==> src/rtl/mem_loader.sv <==
`default_nettype none
// ============================================================================
// Module   : mem_loader
// Purpose  : Packs a valid/ready byte stream little-endian into DATA_W-bit
//            words and writes them sequentially into a RAM write port.
// Options  : MEM_LOADER_CHECKSUM_EN builds the running modulo-256 byte sum.
// Revision : 1.0 - initial release
// ============================================================================
module mem_loader #(
    parameter int ADDR_W     = 14,
    parameter int DATA_W     = 8,
    parameter int LOAD_WORDS = 2**ADDR_W
) (
    input  logic              clk,
    input  logic              reset_n,
    input  logic              start,
    input  logic              abort,
    input  logic [7:0]        in_data,
    input  logic              in_valid,
    output logic              in_ready,
    output logic              mem_we,
    output logic [ADDR_W-1:0] mem_addr,
    output logic [DATA_W-1:0] mem_din,
    output logic              busy,
    output logic              done,
    output logic [7:0]        checksum
);

    localparam int c_BPW    = ((DATA_W - 1) / 8) + 1;
    localparam int c_IDX_W  = (c_BPW > 1) ? $clog2(c_BPW) : 1;
    localparam int c_WORD_W = c_BPW * 8;

    localparam logic [c_IDX_W-1:0] c_LAST_IDX  = c_IDX_W'(c_BPW - 1);
    localparam logic [ADDR_W-1:0]  c_LAST_ADDR = ADDR_W'(LOAD_WORDS - 1);

    generate
        if (DATA_W <= 0) begin : g_bad_data_w
            $fatal(1, "mem_loader: DATA_W must be greater than 0");
        end
        if ((LOAD_WORDS < 1) || (LOAD_WORDS > 2**ADDR_W)) begin : g_bad_load_words
            $fatal(1, "mem_loader: LOAD_WORDS must be in 1..2**ADDR_W");
        end
    endgenerate

    typedef enum logic [1:0] {
        S_IDLE  = 2'd0,
        S_FILL  = 2'd1,
        S_WRITE = 2'd2,
        S_DONE  = 2'd3
    } state_t;

    state_t               r_state;
    state_t               w_state_next;
    logic [ADDR_W-1:0]    r_addr;
    logic [DATA_W-1:0]    r_din;
    logic [c_IDX_W-1:0]   r_idx;
    logic [c_WORD_W-1:0]  r_word;
    logic [c_WORD_W-1:0]  w_word;
    logic                 w_accept;
    logic                 w_word_last;
    logic                 w_start_ok;
    logic                 w_last_addr;

    assign w_accept    = (r_state == S_FILL) && in_valid;
    assign w_word_last = (r_idx == c_LAST_IDX);
    assign w_last_addr = (r_addr == c_LAST_ADDR);
    assign w_start_ok  = start && !abort && ((r_state == S_IDLE) || (r_state == S_DONE));

    // Word image with the incoming byte merged into the lane selected by r_idx.
    generate
        for (genvar b = 0; b < c_BPW; b++) begin : g_lane
            assign w_word[b*8 +: 8] = (r_idx == c_IDX_W'(b)) ? in_data : r_word[b*8 +: 8];
        end
        if (c_WORD_W > DATA_W) begin : g_pad
            logic w_unused_pad;
            assign w_unused_pad = ^w_word[c_WORD_W-1:DATA_W];
        end
    endgenerate

    always_ff @(posedge clk or negedge reset_n) begin
        if (!reset_n) begin
            r_state <= S_IDLE;
        end else begin
            r_state <= w_state_next;
        end
    end

    always_comb begin
        w_state_next = r_state;
        in_ready     = 1'b0;
        mem_we       = 1'b0;
        busy         = 1'b0;
        done         = 1'b0;
        case (r_state)
            S_IDLE: begin
                if (start) w_state_next = S_FILL;
            end
            S_FILL: begin
                in_ready = 1'b1;
                busy     = 1'b1;
                if (in_valid && w_word_last) w_state_next = S_WRITE;
            end
            S_WRITE: begin
                mem_we = 1'b1;
                busy   = 1'b1;
                w_state_next = w_last_addr ? S_DONE : S_FILL;
            end
            S_DONE: begin
                done = 1'b1;
                if (start) w_state_next = S_FILL;
            end
            default: w_state_next = S_IDLE;
        endcase
        if (abort) w_state_next = S_IDLE;
    end

    // Abort suppresses the datapath too, so a partial word is never committed.
    always_ff @(posedge clk or negedge reset_n) begin
        if (!reset_n) begin
            r_addr <= '0;
            r_din  <= '0;
            r_idx  <= '0;
            r_word <= '0;
        end else if (!abort) begin
            case (r_state)
                S_IDLE, S_DONE: begin
                    if (start) begin
                        r_addr <= '0;
                        r_idx  <= '0;
                        r_word <= '0;
                    end
                end
                S_FILL: begin
                    if (in_valid) begin
                        r_word <= w_word;
                        if (w_word_last) begin
                            r_idx <= '0;
                            r_din <= w_word[DATA_W-1:0];
                        end else begin
                            r_idx <= r_idx + c_IDX_W'(1);
                        end
                    end
                end
                S_WRITE: begin
                    if (!w_last_addr) r_addr <= r_addr + ADDR_W'(1);
                end
                default: ;
            endcase
        end
    end

    assign mem_addr = r_addr;
    assign mem_din  = r_din;

`ifdef MEM_LOADER_CHECKSUM_EN
    logic [7:0] r_checksum;

    always_ff @(posedge clk or negedge reset_n) begin
        if (!reset_n) begin
            r_checksum <= 8'h00;
        end else if (abort || w_start_ok) begin
            r_checksum <= 8'h00;
        end else if (w_accept) begin
            r_checksum <= r_checksum + in_data;
        end
    end

    assign checksum = r_checksum;
`else
    assign checksum = 8'h00;
`endif

endmodule
`default_nettype wire

==> config.mk <==
export PLATFORM = sky130hd
export DESIGN_NAME = mem_loader
export DESIGN_NICKNAME = d
export VERILOG_FILES = /design/src/rtl/mem_loader.sv
export SDC_FILE = /design/constraint.sdc
export NUM_CORES = 1
export LEC_CHECK = 0
export ABC_AREA = 1
export BUFFER_PORTS_ARGS = -buffer_cell sky130_fd_sc_hd__buf_2
export CORE_ASPECT_RATIO = 2
export CORE_MARGIN = 1.5
export CORE_UTILIZATION = 45
export CTS_BUF_LIST = sky130_fd_sc_hd__clkbuf_16
export CTS_CLUSTER_DIAMETER = 30
export DETAILED_ROUTE_END_ITERATION = 7
export PLACE_DENSITY = 0.72
export SYNTH_ARGS = -nofsm -noshare
export SYNTH_HDL_FRONTEND = slang
export SYNTH_SLANG_ARGS = --single-unit
==> constraint.sdc <==
create_clock -name clk -period 3.59 [get_ports clk]
set_input_delay 0.1795 -clock clk [delete_from_list [all_inputs] [get_ports clk]]
set_output_delay 0.1795 -clock clk [all_outputs]
set_load 0.005 [all_outputs]
# Word level (Yosys, flattened, before mapping)
# Index checks and enable logic that the tools add are counted.
[classes]
n_addsub = 2
n_eq_ne = 9
mux = 20
bitwise = 2
n_reduce_logical = 10
[op_table]
columns = ["operator", "n"]
rows = [
  ["$mux W14", 2],
  ["$pmux W14 S2", 1],
  ["$mux W8", 3],
  ["$pmux W8 S2", 1],
  ["$add A14 B1 Y14 const B", 1],
  ["$eq A14 B14 Y1 const B", 1],
  ["$reduce_and A4 Y1", 3],
  ["$mux W2", 4],
  ["$mux W1", 7],
  ["$pmux W2 S3", 1],
  ["$eq A2 B2 Y1 const B", 2],
  ["$ne A2 B2 Y1 const B", 2],
  ["$reduce_bool A2 Y1", 2],
  ["$reduce_or A2 Y1", 2],
  ["$ne A3 B1 Y1 const B", 1],
  ["$ne A3 B2 Y1 const B", 1],
  ["$eq A2 B1 Y1 const B", 1],
  ["$logic_not A2 Y1", 1],
  ["$ne A2 B1 Y1 const B", 1],
  ["$not A1 Y1", 2],
  ["$pmux W1 S2", 1],
  ["$reduce_and A2 Y1", 1],
  ["$add A1 B1 Y1 const B", 1],
  ["$logic_and A1 B1 Y1", 1],
]
[totals]
reg_bits = 33
in_bits = 13
out_inout_bits = 34
elab_cells = 48

# Longest topological paths before layout
[logic_depth]
ltp_word = 5
ltp_mapped = 11
depth_no_buf = 11

# Worst setup path after synthesis
# No wires, ideal clock.
[synth_timing]
path_type = "register -> register"
start = "register r_state[0]"
end = "register r_addr[7] (netlist: mem_addr[7])"
setup_time_ns = 0.121
arrival_time_ns = 1.424
required_time_ns = 3.469
slack_ns = 2.044
path_stages_with_launch = 12
path_buffers = 1
synth_period_minus_slack_ns = 1.546
cell_sequence = "dfrtp_1 -> inv_1 -> ha_1 -> inv_1 -> nor2_1 -> inv_1 -> nand2_1 -> inv_1 -> nand2_4 -> buf_8 -> nand2_1 -> o21ai_2"
[synth_between]
elab_chain_len = 4
word_cells_on_any_way = 9
classes_between = "eq/ne: 4; mux: 1; reduce/logical: 4"
[synth_lines]
columns = ["item", "line_no", "text"]
rows = [
  ["start: declaration", "52", "state_t r_state;"],
  ["start signal: assignment", "84", "r_state <= w_state_next;"],
  ["$eq A2 B2 Y1 / $logic_not A2 Y1 (equally long branches)", "125", "case (r_state)"],
  ["$reduce_or A2 Y1 (no source line)", "n/a", ""],
  ["$ne A2 B1 Y1 (no source line) / $reduce_bool A2 Y1 (equally long branches)", "n/a", ""],
  ["$reduce_and A4 Y1 (no source line)", "n/a", ""],
  ["end signal: assignment", "145", "if (!w_last_addr) r_addr <= r_addr + ADDR_W'(1);"],
  ["end: declaration", "54", "logic [ADDR_W-1:0] r_addr;"],
]
# Several ways; a longest one is shown, not always the timed one.
# A chain may end at the register's enable or synchronous reset.

# Worst setup path in the final report
[layout_timing]
start = "register r_state[0]"
end = "register r_addr[6] (netlist: mem_addr[6])"
# Same word-level chain as after synthesis.

==> reports/qor.txt <==
outcome: finished clean
power share of the sequential group: 0.377
Ys Warns: 0
gr ovfl total: 0
CP Data Required Time: 3.75 ns
sw frac: 0.301
Pint: 683 uW
NetSw: 294 uW
initial antenna violation count: 0
clock tree buffer depth: 2
unrepaired setup endpoints after global routing: no
DR vias: 1226
Slew @ Worst Pin: 0.534 ns
Hold WC Path Type: input port to flop
Crit Path Max Fanout: 19
grt met1 use: 0.195
max cap viols: 0
Comb power frac: 0.295
most frequent cells in the layout: nand2_1 (45), buf_2 (38), dfrtp_1 (24)
core footprint: 3120 um^2
DRT Wirelength: 3.06 mm
I/O pins: 47
first-pass GRT wire length: 5.18 mm
top cells by area, synth: dfrtp_1 (41%), nand2_1 (12%), mux2_2 (6.2%), nand3_1 (5.5%), inv_1 (4.7%)
clock transition at the registers of the reported paths: 0.06 ns
Worst slew margin: 0.644
max-slew violation count: 0
fin crit period: 1.91 ns
H-tree depth: 1
CP max stage delay: 0.47 ns
syn avg cell area: 8.29 um^2
worst hold margin: 0.147 ns
DRC: 0
# fillers: 301
maximum VDD drop: 0.441 mV
die height: 83.3 um
Antenna diodes: 0
DR iter-0 viols: 15
f_max: 523 MHz
worst setup path category: flop to flop
drt pass-1 iters: 4
vias in the first global route: 1203
Die X-Extent: 43.2 um
crit path capture type: flop
Max Clock Skew: 0.00296 ns
GRT busiest layer: met2
CTS tree: done
Rows: 29
Yosys top cell by area: dfrtp_1
Power Density: 560 nW/um^2
Setup crit start kind: flop
met2 usage: 0.347
area share of the largest cell type after synthesis: 0.414
commonest non-fill, non-tap cell in the layout: nand2_1
Final nets: 234
Cells after Synth: 175
Num CTS Buffers: 3
post-DR wirelength/cell: 12.4 um
Distinct cells, synth: 26
Setup violations, final: 0
Reg area: 601 um^2
Worst-Skew Late Latency: 0.26 ns
Final ANT Viol Nets: 0
Seq cells post-synth: 24
Crit-path slowest cell: ha_1
Final Hold Vio Count: 0
sequential fraction of the synthesis area: 0.414
Initial Util: 0.465
Clk pwr share: 0.328
part of the cycle the worst path needs: 0.533
post-layout util: 0.559
gr usage total: 0.189
total setup buffers inserted after CTS: 0
Multi-input gate area: 727 um^2
Clock Sinks: 24
ratio of cells with drive above 1 in the final layout: 0.293
CTS root buf: clkbuf_16
CP Cell Sequence: inv_1, ha_1, nand2_1, nor2_1, nand4_4, nand2_4, inv_1, nand2_1, nand2_1
vias per inst: 4.98
largest net degree at the start of global routing: 25
GPL Wtd Cong: 0.795
Placement Cell Area: 1630 um^2
Arr. time, crit path: 2.07 ns
Area Overhead vs Synth: 20.1%
M3 GR Usage: 0.0217
Port-buffer cells: 38
leakage: 0.000933 uW
hpwl dp: 2.34 mm
Final Instance Area: 1740 um^2
die area: 3600 um^2
most used cell, CP: nand2_1
Mapped Area: 1450 um^2
setup TNS: 0 ns
Post-CTS Resized: 0
-- per-stage QoR --
stage	total power, uW	setup WS (ns)	cells
CTS	990	1.68	246
global route	1040	1.50	246
global placement	657	1.77	241
detailed placement	666	1.69	241
finish	977	1.68	246
floorplan	561	2.04	182
-- area by class of cell --
type / count / share of cell area
Clock buffer: 3 / 0.0431
Clock inverter: 1 / 0.0172
Inverter: 19 / 0.0409
Multi-Input combinational cell: 129 / 0.417
Sequential cell: 24 / 0.345
Tap cell: 31 / 0.0223
Timing Repair Buffer: 39 / 0.115
-- cells in the mapped netlist, drive strengths merged --
library cell	number
o21ai	16
a21oi	1
inv	19
nand3	16
conb	1
ha	5
clkbuf	1
dfrtp	24
nand4	4
buf	9
mux2	8
nor2	17
nand2	49
or2	2
o21bai	1
xor2	1
xnor2	1
-- flip-flops by register name, indices dropped and copies added (netlist names) --
register	cells
mem_din	8
mem_addr	14
r_state	2
-- cell families after synthesis --
| kind of cell | after synthesis | share of synthesized area |
|---|---|---|
| AO/OA/AOI/OAI | 18 | 0.0690 |
| multiplexers | 8 | 0.0621 |
| AND/OR/NAND/NOR | 88 | 0.294 |
| flip-flops | 24 | 0.414 |
| XOR/XNOR | 2 | 0.0121 |
| buffers and inverters | 29 | 0.103 |
| other | 1 | 0.00258 |
| adder cells (fa/ha/maj) | 5 | 0.0431 |
-- timing repair --
action / 4_1_cts / 5_1_grt
hold buffers: 1 / 0
endpoints found under the setup margin: 0 / 0
endpoints found under the hold margin: 24 / 0
-- worst paths after layout --
kind / startpoint / end / slack, ns / cells after the start
max: r_state[0] / mem_addr[6] / 1.68 / 9
min: in_data[4] / mem_din[4] / 0.15 / 2
max reg2reg: r_state[0] / mem_addr[6] / 1.68 / 9
min reg2reg: mem_din[3] / mem_din[3] / 0.50 / 1
max in group asynchronous: reset_n / mem_din[3] / 2.80 / 2
min in group asynchronous: reset_n / mem_addr[1] / 0.43 / 2
-- critical path, delay by kind of cell (launching register included) --
family / cells / cell delay, ns
fa+ha+maj: 1 / 0.47
simple gates: 6 / 0.76
buf+inv: 2 / 0.16
flops: 1 / 0.42
-- power groups by stage --
stage	Clock (uW)	Sequential [uW]	Combinational [uW]
after global routing	332	377	327
after floorplan	0	375	186
after global placement	0	369	288
after CTS	326	369	294
final	320	368	288
after detailed placement	0	374	292
-- routing by layer --
metal	vias to the layer above	part of all wire
li1	622	-
met4	0	0.032
met3	7	0.037
met2	34	0.56
met5	-	0
met1	563	0.37
Power figures use the tool's default switching activity.
